--- src/rtl/reg_wb_arbiter_if.sv ---
// rtl/reg_wb_arbiter_if.sv - requester handshake and register-file write port bundle
interface reg_wb_arbiter_if #(
  parameter int word_width     = 32,
  parameter int reg_addr_width = 5,
  parameter int num_req        = 3
);
  localparam int src_width = (num_req > 1) ? $clog2(num_req) : 1;

  logic                              wb_stall;
  logic [num_req-1:0]                req_valid;
  logic [num_req*reg_addr_width-1:0] req_addr;
  logic [num_req*word_width-1:0]     req_data;
  logic [num_req-1:0]                req_ready;

  logic                              reg_wren;
  logic [reg_addr_width-1:0]         reg_addr;
  logic [word_width-1:0]             reg_data_in;
  logic [src_width-1:0]              wb_src;

  // master: result producers plus register file; slave: the arbiter
  modport master (
    output wb_stall, req_valid, req_addr, req_data,
    input  req_ready, reg_wren, reg_addr, reg_data_in, wb_src
  );

  modport slave (
    input  wb_stall, req_valid, req_addr, req_data,
    output req_ready, reg_wren, reg_addr, reg_data_in, wb_src
  );
endinterface

--- src/rtl/reg_wb_arbiter.sv ---
// rtl/reg_wb_arbiter.sv - fixed-priority writeback arbiter with aging and registered write port
module reg_wb_arbiter #(
  parameter int word_width     = 32,
  parameter int reg_addr_width = 5,
  parameter int num_req        = 3,
  parameter int max_wait       = 4
) (
  input  logic             clk,
  input  logic             rst_n,
  reg_wb_arbiter_if.slave  wb
);
  localparam int cnt_width = $clog2(max_wait + 1);
  localparam int src_width = (num_req > 1) ? $clog2(num_req) : 1;
  localparam logic [cnt_width-1:0] cnt_max = cnt_width'(max_wait);

  logic [cnt_width-1:0]      wait_cnt_q [num_req];
  logic [cnt_width-1:0]      wait_cnt_d [num_req];

  logic [num_req-1:0]        aged;
  logic [num_req-1:0]        cand;
  logic [num_req-1:0]        grant;
  logic                      grant_any;
  logic [src_width-1:0]      grant_idx;
  logic [reg_addr_width-1:0] sel_addr;
  logic [word_width-1:0]     sel_data;

  logic                      reg_wren_q, reg_wren_d;
  logic [reg_addr_width-1:0] reg_addr_q, reg_addr_d;
  logic [word_width-1:0]     reg_data_q, reg_data_d;
  logic [src_width-1:0]      wb_src_q, wb_src_d;

  always_comb begin : age_detect
    for (int i = 0; i < num_req; i++) begin
      aged[i] = wb.req_valid[i] && (wait_cnt_q[i] == cnt_max);
    end
  end

  // Promoted requesters pre-empt plain priority; within either set the lowest index wins.
  always_comb begin : grant_select
    cand      = (|aged) ? aged : wb.req_valid;
    grant_idx = '0;
    for (int i = num_req - 1; i >= 0; i--) begin
      if (cand[i]) begin
        grant_idx = src_width'(i);
      end
    end
    grant_any = rst_n && !wb.wb_stall && (|cand);
    grant     = grant_any ? (num_req'(1) << grant_idx) : '0;
  end

  always_comb begin : winner_mux
    sel_addr = '0;
    sel_data = '0;
    for (int i = 0; i < num_req; i++) begin
      if (grant_idx == src_width'(i)) begin
        sel_addr = wb.req_addr[i*reg_addr_width +: reg_addr_width];
        sel_data = wb.req_data[i*word_width +: word_width];
      end
    end
  end

  // Stall cycles count as losses, so a stalled requester leaves the stall already promoted.
  always_comb begin : wait_next
    for (int i = 0; i < num_req; i++) begin
      if (wb.req_valid[i] && !grant[i]) begin
        wait_cnt_d[i] = (wait_cnt_q[i] == cnt_max) ? cnt_max
                                                   : wait_cnt_q[i] + cnt_width'(1);
      end else begin
        wait_cnt_d[i] = '0;
      end
    end
  end

  always_comb begin : out_next
    reg_wren_d = 1'b0;
    reg_addr_d = reg_addr_q;
    reg_data_d = reg_data_q;
    wb_src_d   = wb_src_q;
    if (grant_any) begin
      reg_wren_d = (sel_addr != '0);
      reg_addr_d = sel_addr;
      reg_data_d = sel_data;
      wb_src_d   = grant_idx;
    end
  end

  always_ff @(posedge clk or negedge rst_n) begin
    if (!rst_n) begin
      for (int i = 0; i < num_req; i++) begin
        wait_cnt_q[i] <= '0;
      end
      reg_wren_q <= 1'b0;
      reg_addr_q <= '0;
      reg_data_q <= '0;
      wb_src_q   <= '0;
    end else begin
      for (int i = 0; i < num_req; i++) begin
        wait_cnt_q[i] <= wait_cnt_d[i];
      end
      reg_wren_q <= reg_wren_d;
      reg_addr_q <= reg_addr_d;
      reg_data_q <= reg_data_d;
      wb_src_q   <= wb_src_d;
    end
  end

  assign wb.req_ready   = grant;
  assign wb.reg_wren    = reg_wren_q;
  assign wb.reg_addr    = reg_addr_q;
  assign wb.reg_data_in = reg_data_q;
  assign wb.wb_src      = wb_src_q;
endmodule

--- src/flat_wrapper.sv ---
// flat-port wrapper written by rule: the top's interface ports become plain ports
module reg_wb_arbiter_flat 
#(
  parameter int word_width     = 32,
  parameter int reg_addr_width = 5,
  parameter int num_req        = 3,
  parameter int max_wait       = 4
)
  (clk, rst_n, wb_wb_stall, wb_req_valid, wb_req_addr, wb_req_data, wb_req_ready, wb_reg_wren, wb_reg_addr, wb_reg_data_in, wb_wb_src);
  reg_wb_arbiter_if #(.word_width(word_width), .reg_addr_width(reg_addr_width), .num_req(num_req)) wb_i ();
  input  logic clk;
  input  logic rst_n;
  input wire logic [$bits(wb_i.wb_stall)-1:0] wb_wb_stall;
  input wire logic [$bits(wb_i.req_valid)-1:0] wb_req_valid;
  input wire logic [$bits(wb_i.req_addr)-1:0] wb_req_addr;
  input wire logic [$bits(wb_i.req_data)-1:0] wb_req_data;
  output wire logic [$bits(wb_i.req_ready)-1:0] wb_req_ready;
  output wire logic [$bits(wb_i.reg_wren)-1:0] wb_reg_wren;
  output wire logic [$bits(wb_i.reg_addr)-1:0] wb_reg_addr;
  output wire logic [$bits(wb_i.reg_data_in)-1:0] wb_reg_data_in;
  output wire logic [$bits(wb_i.wb_src)-1:0] wb_wb_src;
  assign wb_i.wb_stall = wb_wb_stall;
  assign wb_i.req_valid = wb_req_valid;
  assign wb_i.req_addr = wb_req_addr;
  assign wb_i.req_data = wb_req_data;
  assign wb_req_ready = wb_i.req_ready;
  assign wb_reg_wren = wb_i.reg_wren;
  assign wb_reg_addr = wb_i.reg_addr;
  assign wb_reg_data_in = wb_i.reg_data_in;
  assign wb_wb_src = wb_i.wb_src;
  reg_wb_arbiter #(.word_width(word_width), .reg_addr_width(reg_addr_width), .num_req(num_req), .max_wait(max_wait)) u_core (.clk(clk), .rst_n(rst_n), .wb(wb_i));
endmodule
--- config.mk ---
export PLATFORM = sky130hd
export DESIGN_NAME = reg_wb_arbiter_flat
export DESIGN_NICKNAME = d
export VERILOG_FILES = /design/src/rtl/reg_wb_arbiter_if.sv /design/src/rtl/reg_wb_arbiter.sv /design/src/flat_wrapper.sv
export SDC_FILE = /design/constraint.sdc
export NUM_CORES = 1
export LEC_CHECK = 0
export CAP_MARGIN = 20
export CELL_PAD_IN_SITES_DETAIL_PLACEMENT = 1
export CELL_PAD_IN_SITES_GLOBAL_PLACEMENT = 2
export CORE_ASPECT_RATIO = 0.8
export CORE_UTILIZATION = 23
export CTS_CLUSTER_DIAMETER = 200
export DETAILED_ROUTE_END_ITERATION = 10
export PLACE_DENSITY_LB_ADDON = 0.1
export RECOVER_POWER = 50
export REMOVE_ABC_BUFFERS = 1
export SETUP_SLACK_MARGIN = 0.1
export SYNTH_ARGS = -nofsm -noshare
export SYNTH_HDL_FRONTEND = slang
export SYNTH_SLANG_ARGS = --single-unit
export TNS_END_PERCENT = 100
--- constraint.sdc ---
create_clock -name clk -period 3.5 [get_ports clk]
set_clock_uncertainty 0.2 [all_clocks]
set_input_delay 0.7 -clock clk [delete_from_list [all_inputs] [get_ports clk]]
set_output_delay 0.7 -clock clk [all_outputs]
set_load 0.02 [all_outputs]
==> results of run 1 <==
-- flip-flops by register name (all words and copies together) (netlist names) --
signal,count
u_core.wb.reg_addr,5
u_core.wb.reg_wren,1
u_core.wb.reg_data_in,32
u_core.wait_cnt_q,9
u_core.wb.wb_src,2
-- final cells by class --
type	count	area, um2
multi-input cells	246	1540
clock inverters	1	5.00
repair buffers	169	1670
clock buffers	7	153
fillers	1400	7500
well taps	171	214
inverters	10	37.5
flip-flops and latches	49	1230
-- cell families after synthesis --
family,after synthesis
compound gates,157
simple gates,83
flops,49
buf+inv,43
fa+ha+maj,6
-- cells in the final DEF, fill, tap and decap left out, drive strengths merged --
| cell | instances |
|---|---|
| o21a | 1 |
| o21ai | 75 |
| nand3 | 2 |
| and2 | 2 |
| dfrtp | 49 |
| and3 | 1 |
| nor2 | 12 |
| a21o | 2 |
| clkinv | 1 |
| nand4 | 2 |
| o211ai | 1 |
| ha | 6 |
| clkdlybuf4s50 | 136 |
| or2 | 1 |
| o31a | 37 |
| a21oi | 1 |
| dlygate4sd3 | 21 |
| o311ai | 2 |
| buf | 10 |
| clkbuf | 9 |
| nor3 | 12 |
| inv | 10 |
| o41ai | 1 |
| nand4b | 2 |
| nor3b | 2 |
| nand2 | 46 |
| o31ai | 2 |
| a211oi | 35 |
| nand2b | 1 |
-- power by group through the flow --
stage	clock [mW]	combinational, mW	sequential, mW
final	0.530	0.673	0.700
after global routing	0.575	0.734	0.714
after CTS	0.553	0.699	0.704
after detailed placement	0	0.696	0.714
after global placement	0	0.693	0.710
after floorplan	0	0.194	0.811
-- layer usage --
layer	GRT usage, %	vias to the layer above	routed length [um]	part of all wire [%]
li1	-	1540	-	-
met1	22.6	1565	5360	45
met2	32.0	100	5640	47
met3	5.97	5	897	7.5
met4	2.99	0	59	0.49
met5	0	-	0	0
-- worst reg2reg max path, delay by kind of cell, from the launching register on --
kind,cells,cell delay [ps]
buffers and inverters,2,550
adders and majority gates,1,200
AOI/OAI and AO/OA,2,410
DFF,1,400
and+or+nand+nor,3,620
-- path summary, 6_finish.rpt --
check                      depth (start not counted)  slack (ps)            startpoint                   endpoint
setup / recovery                                   5         220       wb_req_valid[2]            wb_req_ready[1]
hold / removal                                     1         270   u_core.wb.wb_src[1]        u_core.wb.wb_src[1]
setup reg to reg                                   8         980  u_core.wait_cnt_q[0]         u_core.wb.reg_wren
hold reg to reg                                    1         270   u_core.wb.wb_src[1]        u_core.wb.wb_src[1]
max in group asynchronous                          2        1560                 rst_n       u_core.wait_cnt_q[8]
min in group asynchronous                          2         720                 rst_n  u_core.wb.reg_data_in[26]
-- through the flow --
| stage | util, % | power (mW) | cell area, um2 | setup slack (ps) | std cells |
|---|---|---|---|---|---|
| CTS | 39.2 | 1.96 | 4840 | 187 | 653 |
| detailed placement | 37.9 | 1.41 | 4680 | 212 | 645 |
| global placement | 37.9 | 1.40 | 4680 | 281 | 645 |
| floorplan | - | 1.01 | 2790 | 18.1 | 305 |
| finish | 39.2 | 1.90 | 4840 | 221 | 653 |
| global route | 39.2 | 2.02 | 4840 | 107 | 653 |
==> flow_metrics.env, run 1 <==
export IMPL_grt_pass1_wl_mm=18.5
export IMPL_cts_tree="done"
export IMPL_grt_ovfl_total=0
export IMPL_min_period_ps=3280
export IMPL_first_global_vias=3424
export IMPL_final_nets=604
export IMPL_synth_compound_area_share_pct=36.1
export IMPL_syn_area_um2=2950
export IMPL_crit_buf_inv=2
export IMPL_hp_class="reg2reg"
export IMPL_synth_top_family_by_area="compound AO/OA/AOI/OAI gates"
export IMPL_ant_nets=0
export IMPL_max_stage_delay_ps=630
export IMPL_cpMostUsedCell="clkdlybuf4s50_1"
export IMPL_rows=36
export IMPL_die_h_um=103
export IMPL_die_w_um=129
export IMPL_clk_pin_slew_ps=70
export IMPL_synth_top_cells_by_count="dfrtp_1 (49), nand2_1 (46), o21ai_0 (44), o31a_1 (37), a211oi_1 (35)"
export IMPL_portBuffers=159
export IMPL_worst_path_max_fanout=8
export IMPL_path_class="in2out"
export IMPL_post_cts_buffers=0
export IMPL_swShare_pct=32.1
export IMPL_n_antenna_cell=0
export IMPL_cts_sinks=49
export IMPL_clock_latency_ps=290
export IMPL_place_hpwl_mm=7.97
export IMPL_drv_cap=0
export IMPL_pin_count=160
export IMPL_syn2layout_area_growth_pct=64.3
export IMPL_hold_ws_ps=275
export IMPL_cts_repair_resize_count=0
export IMPL_synthCells=338
export IMPL_yosysTopAreaCellShare_pct=41.6
export IMPL_drive_gt1_share_pct=6.64
export IMPL_design_core_area_um2=12300
export IMPL_yosysMostFrequentCell="dfrtp_1"
export IMPL_syn_avg_cell_area_um2=8.72
export IMPL_synth_top_area_cell="dfrtp_1"
export IMPL_required_ps=2600
export IMPL_p_leak_nw=1.89
export IMPL_die_area_um2=13300
export IMPL_setup_viol=0
export IMPL_synth_edf_count=0
export IMPL_ir_drop_mv=0.224
export IMPL_comb_power_share_pct=35.4
export IMPL_clkPwrFrac_pct=27.8
export IMPL_ys_ff_latch=49
export IMPL_gp_congestion=0.745
export IMPL_grt_usage_pct=18.4
export IMPL_clockBufferDepth=2
export IMPL_yosys_warnings=0
export IMPL_totalWireLength_mm=12.0
export IMPL_grt_max_degree=50
export IMPL_async_flop_share_pct=100
export IMPL_power_frac_seq_pct=36.8
export IMPL_cts_buffers=5
export IMPL_synthAdderAreaFrac_pct=2.55
export IMPL_slew_limit_headroom_pct=9.11
export IMPL_synth_distinct_cells=35
export IMPL_slew_viol_final=0
export IMPL_viasPerCell=4.92
export IMPL_fin_crit_sh_pct=93.7
export IMPL_drc=0
export IMPL_synth_xor_area_share_pct=0
export IMPL_htree_levels=2
export IMPL_cp_start_kind="primary input"
export IMPL_power_density_nw_per_um2=393
export IMPL_cp_end_kind="output port"
export IMPL_synth_simple_area_share_pct=13.2
export IMPL_tightest_slew_ps=1360
export IMPL_critPathSlowestCell="clkdlybuf4s50_1"
export IMPL_fmax_mhz=305
export IMPL_finalSetupTns_ps=0
export IMPL_start_util_pct=23.9
export IMPL_synth_seq_area_share_pct=41.6
export IMPL_critPathTopFamily="buffers and inverters"
export IMPL_status="completed"
export IMPL_path_cells="clkdlybuf4s50_1 > nand4_1 > nand3_1 > nor2_1 > clkdlybuf4s50_1"
export IMPL_synth_area_top_cells="dfrtp_1 (42%), o31a_1 (11%), a211oi_1 (8.9%), o21ai_0 (7.5%), nand2_1 (5.9%)"
export IMPL_cts_hold_buffers=0
export IMPL_antenna_found_initial=0
export IMPL_firstDrtPassIters=4
export IMPL_worstPathArrival_ps=2380
export IMPL_drtIter0Drc=132
export IMPL_synthMuxAreaShare_pct=0
export IMPL_root_buffer="clkbuf_16"
export IMPL_vias=3210
export IMPL_rsz0062_at_grt="false"
export IMPL_hold_viol=0
export IMPL_synth_top_flop_cell="dfrtp_1"
export IMPL_post_drt_wl_per_cell_um=18.3
export IMPL_power_switching_uw=610
export IMPL_p_int_mw=1.29
No activity file was read; power rests on OpenSTA's default activity.
==> run 2: changes to the inputs <==
--- a/config.mk
+++ b/config.mk
@@ -14,7 +14,6 @@
 export DETAILED_ROUTE_END_ITERATION = 10
 export PLACE_DENSITY_LB_ADDON = 0.1
 export RECOVER_POWER = 50
-export REMOVE_ABC_BUFFERS = 1
 export SETUP_SLACK_MARGIN = 0.1
 export SYNTH_ARGS = -nofsm -noshare
 export SYNTH_HDL_FRONTEND = slang
==> run 2 against run 1 <==
  * Core utilization shrank 0.23 points
  * Final area shrank 0.59%
  * Combinational power shrank 0.7%
  * Setup slack gained 7.6 ps
  * Wire length shrank 1.5%
  * First-iteration DRC count shrank 30%
  * Worst hold slack is essentially flat
  * Critical path depth is the same
  * Die area is the same
==> flow_metrics.env, run 2 (synthesized netlist as in run 1, its figures left out) <==
export IMPL_finalSetupTns_ps=0
export IMPL_min_period_ps=3270
export IMPL_totalWireLength_mm=11.8
export IMPL_firstDrtPassIters=4
export IMPL_syn_nets=461
export IMPL_gp_congestion=0.761
export IMPL_setup_worst_path_start="wb_req_valid[1]"
export IMPL_post_drt_wl_per_cell_um=18.0
export IMPL_layout_common_cells="clkdlybuf4s50_1 (136), dfrtp_1 (49), nand2_1 (46), o21ai_0 (44), o31a_1 (37)"
export IMPL_grt_usage_pct=18.0
export IMPL_seq_area_um2=1230
export IMPL_worstPathArrival_ps=2370
export IMPL_slew_limit_headroom_pct=13.4
export IMPL_hp_start="u_core.wait_cnt_q[3]"
export IMPL_clockBufferDepth=2
export IMPL_antenna_found_initial=0
export IMPL_die_h_um=103
export IMPL_ant_nets=0
export IMPL_die_area_um2=13300
export IMPL_htree_levels=2
export IMPL_viasPerCell=4.89
export IMPL_final_area_um2=4810
export IMPL_path_cells="clkdlybuf4s50_1 > o21ai_2 > nand3_1 > nor2_1 > clkdlybuf4s50_1"
export IMPL_power_density_nw_per_um2=383
export IMPL_crit_buf_inv=2
export IMPL_critPathTopFamily="buffers and inverters"
export IMPL_cp_start_kind="primary input"
export IMPL_worst_path_max_fanout=8
export IMPL_critPathSlowestCell="clkdlybuf4s50_1"
export IMPL_die_w_um=129
export IMPL_post_cts_buffers=0
export IMPL_layout_setup_ws_ps=228
export IMPL_design_core_area_um2=12300
export IMPL_hp_class="reg2reg"
export IMPL_tightest_slew_ps=1300
export IMPL_r2r_start="u_core.wait_cnt_q[0]"
export IMPL_pin_count=160
export IMPL_max_stage_delay_ps=630
export IMPL_clk_pin_slew_ps=60
export IMPL_cpMostUsedCell="clkdlybuf4s50_1"
export IMPL_p_leak_nw=1.88
export IMPL_fin_util_pct=39.0
export IMPL_hold_viol=0
export IMPL_grt_max_degree=50
export IMPL_fin_crit_sh_pct=93.5
export IMPL_placed_cell_area_um2=4680
export IMPL_multi_input_area_um2=1540
export IMPL_cts_sinks=49
export IMPL_setup_viol=0
export IMPL_fmax_mhz=306
export IMPL_fillers=1434
export IMPL_cp_end_kind="output port"
export IMPL_status="completed"
export IMPL_clock_latency_ps=290
export IMPL_drc=0
export IMPL_path_class="in2out"
export IMPL_hold_ws_ps=275
export IMPL_final_nets=605
export IMPL_n_antenna_cell=0
export IMPL_largest_reg_flops=32
export IMPL_portBuffers=159
export IMPL_ir_drop_mv=0.174
export IMPL_rows=36
export IMPL_drv_cap=0
export IMPL_drive_gt1_share_pct=6.42
export IMPL_layout_commonest_cell="clkdlybuf4s50_1"
export IMPL_start_util_pct=23.9
export IMPL_cts_buffers=5
export IMPL_rsz0062_at_grt="false"
export IMPL_slew_viol_final=0
export IMPL_required_ps=2600
export IMPL_cts_tree="done"
export IMPL_place_hpwl_mm=8.00
export IMPL_grt_ovfl_total=0
export IMPL_first_global_vias=3381
export IMPL_syn2layout_area_growth_pct=63.3
export IMPL_dpl_worst_slack_ps=238
export IMPL_vias=3196
export IMPL_drtIter0Drc=93
export IMPL_root_buffer="clkbuf_16"
export IMPL_grt_pass1_wl_mm=18.1
[run 2: cell count changes in the layout (fill, tap and decap cells not counted), sizes merged]
cell,previous run,this run
clkinv,1,2
clkbuf,9,8
buf,10,11
[run 2: worst paths after layout]
path                                       endpoint  slack [ps]  depth (start not counted)
setup / recovery                    wb_req_ready[2]         230                          5
max in group asynchronous  u_core.wb.reg_data_in[9]        1680                          2
hold reg to reg                u_core.wait_cnt_q[3]         270                          1
min in group asynchronous       u_core.wb.wb_src[1]         630                          2
setup reg to reg                 u_core.wb.reg_wren         970                          8
hold / removal                 u_core.wait_cnt_q[3]         270                          1
[run 2: layout make-up]
cell class	count	share of cell area [%]
clock buffers	6	2.68
clock inverters	2	0.208
inverters	10	0.780
multi-input cells	246	31.9
flip-flops and latches	49	25.5
well taps	171	4.44
repair buffers	170	34.5
[run 2: what timing repair did]
action | in CTS | in global routing
endpoints found under the hold margin | 0 | 0
setup endpoints to repair | 0 | 1
gates resized for setup | 0 | 1
hold buffers | 0 | 0
[run 2: routing by layer]
| metal | routed length [um] | vias up | part of all wire, % | GRT usage (%) |
|---|---|---|---|---|
| met2 | 5210 | 109 | 44 | 29.7 |
| li1 | - | 1540 | - | - |
| met4 | 126 | 0 | 1.1 | 4.62 |
| met3 | 901 | 10 | 7.7 | 5.45 |
| met1 | 5540 | 1537 | 47 | 23.0 |
| met5 | 0 | - | 0 | 0 |
[run 2: per-stage QoR]
step	std cells	total power [mW]
5_1_grt	654	1.97
6_report	654	1.84
2_1_floorplan	338	1.02
4_1_cts	654	1.90
3_5_place_dp	646	1.41
3_3_place_gp	646	1.40
[run 2: where the power goes]
group / internal [mW] / switching, mW / leakage, nW
logic: 0.332 / 0.336 / 1.19
registers: 0.656 / 0.0473 / 0.619
clock network: 0.263 / 0.210 / 0.0706
